## src/rtl/crc32_d8_calc.sv

```systemverilog
`default_nettype none
// ============================================================================
//  Module      : crc32_d8_calc
//  Description : Byte-serial Ethernet CRC-32 (IEEE 802.3, reflected) generator.
//                Absorbs one byte per clock while crc_en is high and presents
//                the running FCS on crc_result. The frame builder appends this
//                value LSB byte first.
//                Optional macro CRC32_D8_CHECK_EN adds the crc_ok residue
//                comparator output for receive-side frame checking.
//  Revision    : 1.0 - initial release
// ============================================================================
module crc32_d8_calc #(
    parameter logic [31:0] CRC_INIT   = 32'hFFFF_FFFF,
    parameter logic [31:0] CRC_XOROUT = 32'hFFFF_FFFF
) (
    input  logic        clk,
    input  logic        rst,
    input  logic [7:0]  data,
    input  logic        crc_init,
    input  logic        crc_en,
    output logic [31:0] crc_result
`ifdef CRC32_D8_CHECK_EN
    ,
    output logic        crc_ok
`endif
);

    // Reflected form of 0x04C11DB7 (shift-right implementation)
    localparam logic [31:0] c_POLY_REFL = 32'hEDB8_8320;
    // Register value left after absorbing a good frame plus its own FCS
    localparam logic [31:0] c_RESIDUE   = 32'hDEBB_20E3;

    logic [31:0] r_crc_q;
    logic [7:0]  w_data;
    logic [31:0] w_crc_next;

    // Eight chained single-bit LFSR steps, data consumed LSB first; the loop
    // is fully unrolled into a flat XOR network.
    function automatic logic [31:0] f_next8(input logic [31:0] crc,
                                            input logic [7:0]  d);
        logic [31:0] c;
        logic        fb;
        c = crc;
        for (int i = 0; i < 8; i++) begin
            fb = c[0] ^ d[i];
            c  = (c >> 1) ^ (fb ? c_POLY_REFL : 32'h0000_0000);
        end
        return c;
    endfunction

    // Keep an undriven/X data bus out of the XOR network when not absorbing
    assign w_data = crc_en ? data : 8'h00;

    // Next register value if the current byte is absorbed
    always_comb begin
        w_crc_next = f_next8(r_crc_q, w_data);
    end

    // CRC register: rst > crc_init > crc_en > hold
    always_ff @(posedge clk) begin
        if (rst) begin
            r_crc_q <= CRC_INIT;
        end else if (crc_init) begin
            r_crc_q <= CRC_INIT;
        end else if (crc_en) begin
            r_crc_q <= w_crc_next;
        end
    end

    // Output is the register XORed with the final mask, no further reflection
    assign crc_result = r_crc_q ^ CRC_XOROUT;

`ifdef CRC32_D8_CHECK_EN
    // Good-frame detection once payload and appended FCS have been absorbed
    assign crc_ok = (r_crc_q == c_RESIDUE);
`endif

endmodule
`default_nettype wire

```

## config.mk

```make
export PLATFORM = sky130hd
export DESIGN_NAME = crc32_d8_calc
export DESIGN_NICKNAME = d
export VERILOG_FILES = /design/src/rtl/crc32_d8_calc.sv
export SDC_FILE = /design/constraint.sdc
export NUM_CORES = 1
export LEC_CHECK = 0
export CAP_MARGIN = 20
export CORE_MARGIN = 5
export CORE_UTILIZATION = 45
export DETAILED_ROUTE_END_ITERATION = 8
export PLACE_DENSITY = 0.81
export REMOVE_ABC_BUFFERS = 1
export SLEW_MARGIN = 5
export SYNTH_ARGS = -nofsm -noshare
export SYNTH_HDL_FRONTEND = slang
export SYNTH_SLANG_ARGS = --single-unit
export TNS_END_PERCENT = 30
```

## constraint.sdc

```tcl
create_clock -name clk -period 1.9 [get_ports clk]
set_input_delay 0.38 -clock clk [delete_from_list [all_inputs] [get_ports clk]]
set_output_delay 0.38 -clock clk [all_outputs]
set_load 0.05 [all_outputs]
```

After elaboration in Yosys (flattened, before gate mapping)
Index checks and enable logic that the tools add are counted.
- word-level logic and storage cells: 28
- flip-flop bits (word level): 32
- output and inout port bits: 32
- multiplexer cells: 9
- reductions and logical operators: 1
- bitwise gates (word level): 17
- operators by type and width (operator ; number):
    $mux 32 ; 8
    $xor 31x32->32 ; 8
    $not 32->32 ; 1
    $mux 8 ; 1
    $xor 1x1->1 ; 8
    $reduce_or 2->1 ; 1

Logic depth before layout (Yosys ltp)
Gate-level depths: netlist (run 1).
- depth in word-level cells: 25
- gate-level depth with buffers: 7
- depth with buffers taken out: 6

Least setup slack after synthesis (run 1)
Ideal clock, no wire load.
- path kind: in2reg
- from: input port data[0]
- to: register r_crc_q[22]
- setup slack: -81 ps
- path buffers: 1
- cell stages on the path: 7
- data arrival time: 1854 ps
- data required time: 1773 ps
- cell sequence: buf_4 > xor2_2 > nand2_2 > xor3_2 > xnor3_2 > xnor2_1 > o21ai_1
- word-level cells in the longest chain between the ends: 13
- RTL lines (item ; RTL line ; source):
    start: declaration ; 18 ; input logic [7:0] data,
    $mux 8 (*) ; 52 ; assign w_data = crc_en ? data : 8'h00;
    $xor 1x1->1 (*) ; 45 ; fb = c[0] ^ d[i];
    $mux 32 (*) ; 46 ; c = (c >> 1) ^ (fb ? c_POLY_REFL : 32'h0000_0000);
    $xor 31x32->32 (*) (6 in series) ; 46 ;
    $xor 1x1->1 ; 45 ;
    $mux 32 ; 46 ;
    $xor 31x32->32 (*) (2 in series) ; 46 ;
    end signal: assignment ; 66 ; r_crc_q <= w_crc_next;
    end: declaration ; 33 ; logic [31:0] r_crc_q;
Every way passes the cells marked *; elsewhere a longest branch is shown, timed or not.
A chain may end at the register's enable or synchronous reset.

Worst setup path after layout (run 1)
- from: register r_crc_q[6]
- to: register r_crc_q[18]
- word-level cells in the longest chain between the ends: 10
- RTL lines (item ; RTL line):
    $xor 31x32->32 (6 in series) ; 46
    $xor 1x1->1 ; 45
    $mux 32 ; 46
    $xor 31x32->32 (2 in series) ; 46
No other way between the ends.

==> Flow_metrics.wiki, run 1 <==
{| class="wikitable"
! Metric !! Value
|-
| Run status || complete, no violations
|-
| Maximum fanout count along the critical path || 4
|-
| Count of port buffers added during placement || 43
|-
| Flip-flop count of the largest register after layout || 32
|-
| Layout area overhead || 39.33%
|-
| Sequential group share of total power || 0.262
|-
| Ratio of total power to cell area || 927.5 nW/µm²
|-
| Initial detailed-routing violation count || 77
|-
| WL per Instance || 14.37 µm
|-
| Setup tns final || 0 ns
|-
| RSZ-0062 raised after global routing || false
|-
| Worst path arrival time || 2.00 ns
|-
| Via count of the first global-routing pass || 1954
|-
| Hold Worst Slack || 0.4682 ns
|-
| Clock tree from TritonCTS || yes
|-
| Post-placement setup slack || -0.4631 ns
|-
| Final Critical Period || 1.816 ns
|-
| Synth Register Bits || 32
|-
| X dimension of the die || 81.29 µm
|-
| Top Registers || r_crc_q: 32 flops
|-
| Chip height || 81.29 µm
|-
| Insertion delay to the later sink of the worst-skew pair || 0.29 ns
|-
| Clock buffer count from CTS || 5
|-
| Post-synthesis cell type count || 32
|-
| Most flops, register || r_crc_q
|-
| Initial Util || 0.4565
|-
| Worst slew margin relative to its limit || 0.7800
|-
| Count of antenna diodes in the layout || 0
|-
| Mean instance size in the synthesized netlist || 9.076 µm²
|-
| WL final || 5.764 mm
|-
| Number of antenna violations at the first check in global routing || 0
|-
| Leakage || 1.646 nW
|-
| Drt drc || 0
|-
| Int Pwr || 0.001915 W
|-
| Routability cong. || 0.8200
|-
| Pins over their slew limit || 0
|-
| Combinational group share of total power || 0.495
|-
| Global-route wire length before repair || 9.418 mm
|-
| Sink Count || 32
|-
| Std cell rows || 26
|-
| Yosys synthesis warning count || 0
|-
| Via count || 1897
|-
| Maximum number of pins on one net before global-route repair || 28
|-
| Die area || 6608 µm²
|-
| Post-DP HPWL || 4.359 mm
|-
| Number of nets with antenna violations after detailed routing || 0
|-
| Slew at the pin closest to its max-slew limit || 0.3276 ns
|-
| Clock transition time at the flip-flop clock pins of the worst setup and hold paths || 0.07 ns
|-
| H-tree levels || 2
|-
| Max cap viols || 0
|-
| Bufs on Longest Clock Path || 2
|-
| Switching fraction of total power || 0.3520
|-
| Pre-Repair DR Iteration Count || 4
|-
| Net total in the final layout || 342
|-
| Commonest non-fill, non-tap cell in the layout || sky130_fd_sc_hd__buf_4
|-
| Final Hold Viols || 0
|-
| Layout cells sized above 1 || 0.3293
|-
| WP data required || 2.08 ns
|-
| Core occupancy in the finished layout || 0.6361
|-
| Share of synthesized area occupied by flip-flops and latches || 0.2801
|-
| Period Utilization, post-route || 0.9556
|-
| Core Region || 5010 µm²
|-
| Share of power burned in the clock network || 0.243
|-
| Worst-case vdd ir drop || 0.0004952 V
|-
| Cell at the root of the clock tree || sky130_fd_sc_hd__clkbuf_8
|-
| Kind of start point of the critical path || flop
|-
| Net switching power of the design || 0.001040 W
|-
| Crit path setup slack, layout || 0.08445 ns
|-
| Number of vias per cell after detailed routing || 4.731
|-
| Fmax || 0.5508 GHz
|-
| Most frequent cells in the layout || 73 x sky130_fd_sc_hd__buf_4, 55 x sky130_fd_sc_hd__xnor2_1, 33 x sky130_fd_sc_hd__nand2_1
|-
| Hold Path Class || flop to flop
|-
| Mapped Cells || 252
|-
| Final clock skew || 0.007020 ns
|-
| Number of ports placed on the die boundary || 44
|-
| Setup-failing EPs final || 0
|-
| Post-synth design cell area || 2287 µm²
|-
| Worst Setup Path Type || flop to flop
|-
| Endpoint type of the worst setup path || flop
|-
| Aggregate global-route resource usage || 0.1892
|-
| CTS hold repair buffers || 0
|-
| Global route overflow || 0
|}
==> power by group through the flow <==
| stage | combinational [W] | sequential, W | clock, W |
|---|---|---|---|
| finish | 0.00146 | 0.000775 | 0.000717 |
| global route | 0.00157 | 0.000781 | 0.000747 |
| CTS | 0.00146 | 0.000772 | 0.000724 |
| detailed placement | 0.00143 | 0.000787 | 0 |
| global placement | 0.00140 | 0.000787 | 0 |
| floorplan | 0.000971 | 0.000777 | 0 |
==> kinds of logic (layout without fill, tap and decap cells) <==
group,after synthesis,count (layout),share of synthesized area
xor gates and xnor gates,86,86,0.4218
buffers and inverters,50,129,0.09792
and+or+nand+nor,48,48,0.08917
AOI/OAI and AO/OA,35,35,0.1067
DFF,32,32,0.2801
muxes,1,1,0.004377
==> final timing paths <==
path,from,to,slack (ns),cells after the start
max,r_crc_q[6],r_crc_q[18],0.08,6
min,r_crc_q[30],r_crc_q[30],0.47,1
max reg2reg,r_crc_q[6],r_crc_q[18],0.08,6
min reg2reg,r_crc_q[30],r_crc_q[30],0.47,1
==> layer usage <==
layer,GRT usage,up-vias,share of wire
li1,-,940,-
met1,0.2158,894,0.41
met2,0.3298,49,0.49
met3,0.05100,14,0.058
met4,0.08108,0,0.035
met5,0,-,0
==> final cells by class <==
cell class,count,area (µm²)
Clock inverter,1,30.03
Fill cell,439,1823
Timing Repair Buffer,88,715.7
Clock buffer,7,96.34
Multi-Input combinational cell,170,1478
Inverter,33,137.6
Sequential cell,32,641.9
Tap cell,70,87.58
==> synthesized netlist by cell type, drive strengths merged <==
library cell,number,area share
a211oi,1,0.0055
bufinv,1,0.0077
xor2,14,0.072
dfxtp,32,0.28
a21oi,4,0.0088
nor2,9,0.018
mux2i,1,0.0044
o21ai,6,0.013
clkbuf,14,0.025
or2,1,0.0027
nand3,1,0.0022
a211o,1,0.0038
xnor3,8,0.080
xnor2,63,0.26
o211ai,23,0.075
inv,32,0.053
xor3,1,0.011
nor3,2,0.0044
nand2,35,0.062
buf,3,0.013
==> metrics by stage <==
stage                     instance area, µm²  power, W  instances
after floorplan                         2201  0.001748        235
after global placement                  2989  0.002187        393
after detailed placement                2989  0.002219        393
after CTS                               3167  0.002961        401
after global routing                    3187  0.003098        401
final                                   3187  0.002956        401
==> timing repair <==
item	CTS	global route
setup buffers	0	0
pin swaps	4	3
hold endpoints to repair	0	0
setup endpoints to repair	16	10
resized for setup	16	5
==> worst max-delay path, stage by stage (launching register included) <==
cell and delay (ns):
sky130_fd_sc_hd__dfxtp_1 0.42, sky130_fd_sc_hd__xor2_2 0.18, sky130_fd_sc_hd__xor3_2 0.49, sky130_fd_sc_hd__buf_4 0.19, sky130_fd_sc_hd__xnor2_2 0.21, sky130_fd_sc_hd__xnor2_1 0.15, sky130_fd_sc_hd__o21ai_1 0.07
No activity file was read; power rests on OpenSTA's default activity.
==> run 2: changes to the inputs <==
--- a/config.mk
+++ b/config.mk
@@ -8,6 +8,7 @@
 export CAP_MARGIN = 20
 export CORE_MARGIN = 5
 export CORE_UTILIZATION = 45
+export CTS_CLUSTER_SIZE = 14
 export DETAILED_ROUTE_END_ITERATION = 8
 export PLACE_DENSITY = 0.81
 export REMOVE_ABC_BUFFERS = 1
==> results of run 2 <==
The final DEF is identical to that of run 1; final timing and power are the same.
==> run 3: changes to the inputs <==
--- a/config.mk
+++ b/config.mk
@@ -10,7 +10,7 @@
 export CORE_UTILIZATION = 45
 export CTS_CLUSTER_SIZE = 14
 export DETAILED_ROUTE_END_ITERATION = 8
-export PLACE_DENSITY = 0.81
+export PLACE_DENSITY = 0.78
 export REMOVE_ABC_BUFFERS = 1
 export SLEW_MARGIN = 5
 export SYNTH_ARGS = -nofsm -noshare
==> constraint.sdc (replaced) <==
create_clock -name clk -period 2.2 [get_ports clk]
set_input_delay 0.44 -clock clk [delete_from_list [all_inputs] [get_ports clk]]
set_output_delay 0.44 -clock clk [all_outputs]
set_load 0.05 [all_outputs]
==> run 3 against run 2 <==
  * Die area is the same
  * Combinational power fell by 16%
  * Clock power fell by 41%
  * Sequential power fell by 14%
  * Design area is 3.1% lower
  * Total power fell by 22%
  * Worst setup slack got worse by 0.030 ns
  * Clock skew fell by 0.0034 ns
  * Final cell count fell by 2.0%
  * Hold slack got worse by 0.0012 ns
  * Clock-buffer cell count is 1 lower
  * Core utilization decreased by 1.9 points
  * Largest power group unchanged
  * Highest routed layer unchanged
==> Flow_metrics.wiki, run 3 (synthesized netlist as in run 1, its figures left out) <==
{| class="wikitable"
! Metric !! Value
|-
| WL final || 5.293 mm (-8.2%)
|-
| Fmax || 0.4661 GHz
|-
| WP data required || 1.76 ns (-0.32 ns)
|-
| Worst flop-to-flop path startpoint || r_crc_q[1]
|-
| Crit path setup slack, layout || 0.05454 ns (-0.02991 ns)
|-
| Global-route wire length before repair || 8.832 mm (-6.2%)
|-
| Worst path max stage delay || 0.82 ns (+0.33 ns)
|-
| Post-placement setup slack || -0.1793 ns (+0.2838 ns)
|-
| Slew at the pin closest to its max-slew limit || 0.5023 ns (+0.1747 ns)
|-
| Endpoint type of the worst setup path || output port
|-
| Number of antenna violations at the first check in global routing || 0 (unchanged)
|-
| Routability cong. || 0.8235 (+0.43%)
|-
| H-tree levels || 2 (unchanged)
|-
| Most flops, register || r_crc_q
|-
| WL per Instance || 13.47 µm (-6.3%)
|-
| Max cap viols || 0 (unchanged)
|-
| Initial detailed-routing violation count || 70 (-9.1%)
|-
| Die area || 6608 µm² (unchanged)
|-
| Sequential group share of total power || 0.289 (+0.027)
|-
| Cell at the root of the clock tree || sky130_fd_sc_hd__clkbuf_8
|-
| Net total in the final layout || 335 (-2.0%)
|-
| Switching fraction of total power || 0.3671 (+0.01510)
|-
| Number of nets with antenna violations after detailed routing || 0 (unchanged)
|-
| Launch instance of the worst min-delay path || r_crc_q[30]
|-
| Clock buffer count from CTS || 5 (unchanged)
|-
| Post-CTS setup buffer count || 0 (unchanged)
|-
| Source of the critical timing path || r_crc_q[0]
|-
| Total design power || 0.002313 W (-22%)
|-
| Layout area overhead || 35.07%
|-
| Chip height || 81.29 µm (unchanged)
|-
| Sink Count || 32 (unchanged)
|-
| Maximum number of pins on one net before global-route repair || 16 (-43%)
|-
| Ratio of total power to cell area || 748.9 nW/µm² (-19%)
|-
| Count of port buffers added during placement || 43 (unchanged)
|-
| Flip-flop count of the largest register after layout || 32 (unchanged)
|-
| Most frequent cells in the layout || 58 x sky130_fd_sc_hd__xnor2_1, 43 x sky130_fd_sc_hd__clkdlybuf4s50_1, 38 x sky130_fd_sc_hd__buf_4
|-
| Number of ports placed on the die boundary || 44 (unchanged)
|-
| Setup-failing EPs final || 0 (unchanged)
|-
| Period Utilization, post-route || 0.9752
|-
| Kind of start point of the critical path || flop
|-
| Via count || 1817 (-4.2%)
|-
| Hold Path Class || flop to flop
|-
| Pins over their slew limit || 0 (unchanged)
|-
| Crit path max-delay cell type || sky130_fd_sc_hd__clkdlybuf4s50_1
|-
| Commonest non-fill, non-tap cell in the layout || sky130_fd_sc_hd__xnor2_1
|-
| Cell family contributing the most delay on the critical path || buffers and inverters
|-
| Initial Util || 0.4565 (unchanged)
|-
| Core Region || 5010 µm² (unchanged)
|-
| Bufs and invs on worst path || 3 (+2)
|-
| Aggregate global-route resource usage || 0.1770 (-0.01223)
|-
| Share of power burned in the clock network || 0.182 (-0.061)
|-
| Post-DP HPWL || 4.243 mm (-2.7%)
|-
| Cells along the critical path || buf_4 > inv_1 > clkdlybuf4s50_1
|-
| Net switching power of the design || 0.0008492 W (-18%)
|-
| Int Pwr || 0.001464 W (-24%)
|-
| Run status || complete, no violations
|-
| Hold Worst Slack || 0.4670 ns (-0.001200 ns)
|-
| X dimension of the die || 81.29 µm (unchanged)
|-
| Top Registers || r_crc_q: 32 flops
|-
| Final Hold Viols || 0 (unchanged)
|-
| Count of instances resized after the clock tree is built || 0 (-16)
|-
| Setup tns final || 0 ns (unchanged)
|-
| Combinational group share of total power || 0.529 (+0.034)
|-
| Worst Setup Path Type || flop to output port
|-
| Layout cells sized above 1 || 0.1950 (-0.1343)
|-
| CTS hold repair buffers || 0 (unchanged)
|-
| Global route overflow || 0 (unchanged)
|-
| Std cell rows || 26 (unchanged)
|-
| Worst-case vdd ir drop || 0.0004721 V (-4.7%)
|-
| Final clock skew || 0.003641 ns (-0.003379 ns)
|-
| Bufs on Longest Clock Path || 2 (unchanged)
|-
| Clock transition time at the flip-flop clock pins of the worst setup and hold paths || 0.06 ns (about the same)
|-
| Maximum fanout count along the critical path || 4 (unchanged)
|-
| Area of all placed cells without fillers || 3089 µm² (-3.1%)
|-
| Count of antenna diodes in the layout || 0 (unchanged)
|-
| RSZ-0062 raised after global routing || false
|-
| Worst slew margin relative to its limit || 0.6641 (-0.1159)
|-
| Clock tree from TritonCTS || yes
|-
| Final Critical Period || 2.145 ns
|-
| Leakage || 1.467 nW (-11%)
|-
| Worst path arrival time || 1.71 ns (-0.29 ns)
|-
| Number of vias per cell after detailed routing || 4.623 (-2.3%)
|-
| Via count of the first global-routing pass || 1822 (-6.8%)
|-
| Insertion delay to the later sink of the worst-skew pair || 0.28 ns (about the same)
|-
| Drt drc || 0 (unchanged)
|-
| Area of placed instances || 3004 µm² (+0.50%)
|-
| Pre-Repair DR Iteration Count || 5 (+1)
|}
[run 3: cell count changes in the layout (fill, tap and decap cells not counted), moves of 2 or more]
cell,previous run,this run
sky130_fd_sc_hd__clkbuf_8,7,5
sky130_fd_sc_hd__xnor2_1,55,58
sky130_fd_sc_hd__buf_6,2,0
sky130_fd_sc_hd__dlygate4sd2_1,6,0
sky130_fd_sc_hd__clkdlybuf4s50_1,2,43
sky130_fd_sc_hd__xnor2_2,6,4
sky130_fd_sc_hd__buf_4,73,38
sky130_fd_sc_hd__dlymetal6s2s_1,3,0
[run 3: worst paths after layout]
| check | end | slack (ns) | cells past startpoint |
|---|---|---|---|
| worst max-delay path | crc_result[0] | 0.05 | 3 |
| worst min register to register | r_crc_q[30] | 0.47 | 1 |
| worst min-delay path | r_crc_q[30] | 0.47 | 1 |
| worst max register to register | r_crc_q[26] | 0.27 | 5 |
[run 3: cell type report]
cell class | count | area [µm²]
inverter | 33 | 137.6
clock inverter | 1 | 5.005
clock buffer | 6 | 72.57
fill | 457 | 1921
multi-input combinational | 170 | 1430
sequential | 32 | 640.6
timing repair buffer | 81 | 715.7
tap | 70 | 87.58
[run 3: metrics by stage]
step / cells / utilization
after detailed placement: 386 / 0.5997
after global placement: 386 / 0.5997
after global routing: 393 / 0.6166
after floorplan: 235 / -
final: 393 / 0.6166
after CTS: 393 / 0.6151
[run 3: power by group through the flow]
stage / Clock (W) / Combinational, W / Sequential [W]
2_1_floorplan: 0 / 0.000838 / 0.000671
3_3_place_gp: 0 / 0.00120 / 0.000682
3_5_place_dp: 0 / 0.00122 / 0.000682
4_1_cts: 0.000426 / 0.00122 / 0.000670
5_1_grt: 0.000445 / 0.00131 / 0.000676
6_report: 0.000421 / 0.00122 / 0.000670
[run 3: layer usage]
layer,vias up,GRT usage,part of all wire
met5,-,0,0
met4,0,0.05236,0.017
met3,11,0.04435,0.050
met2,41,0.3013,0.49
met1,845,0.2192,0.44
li1,920,-,-
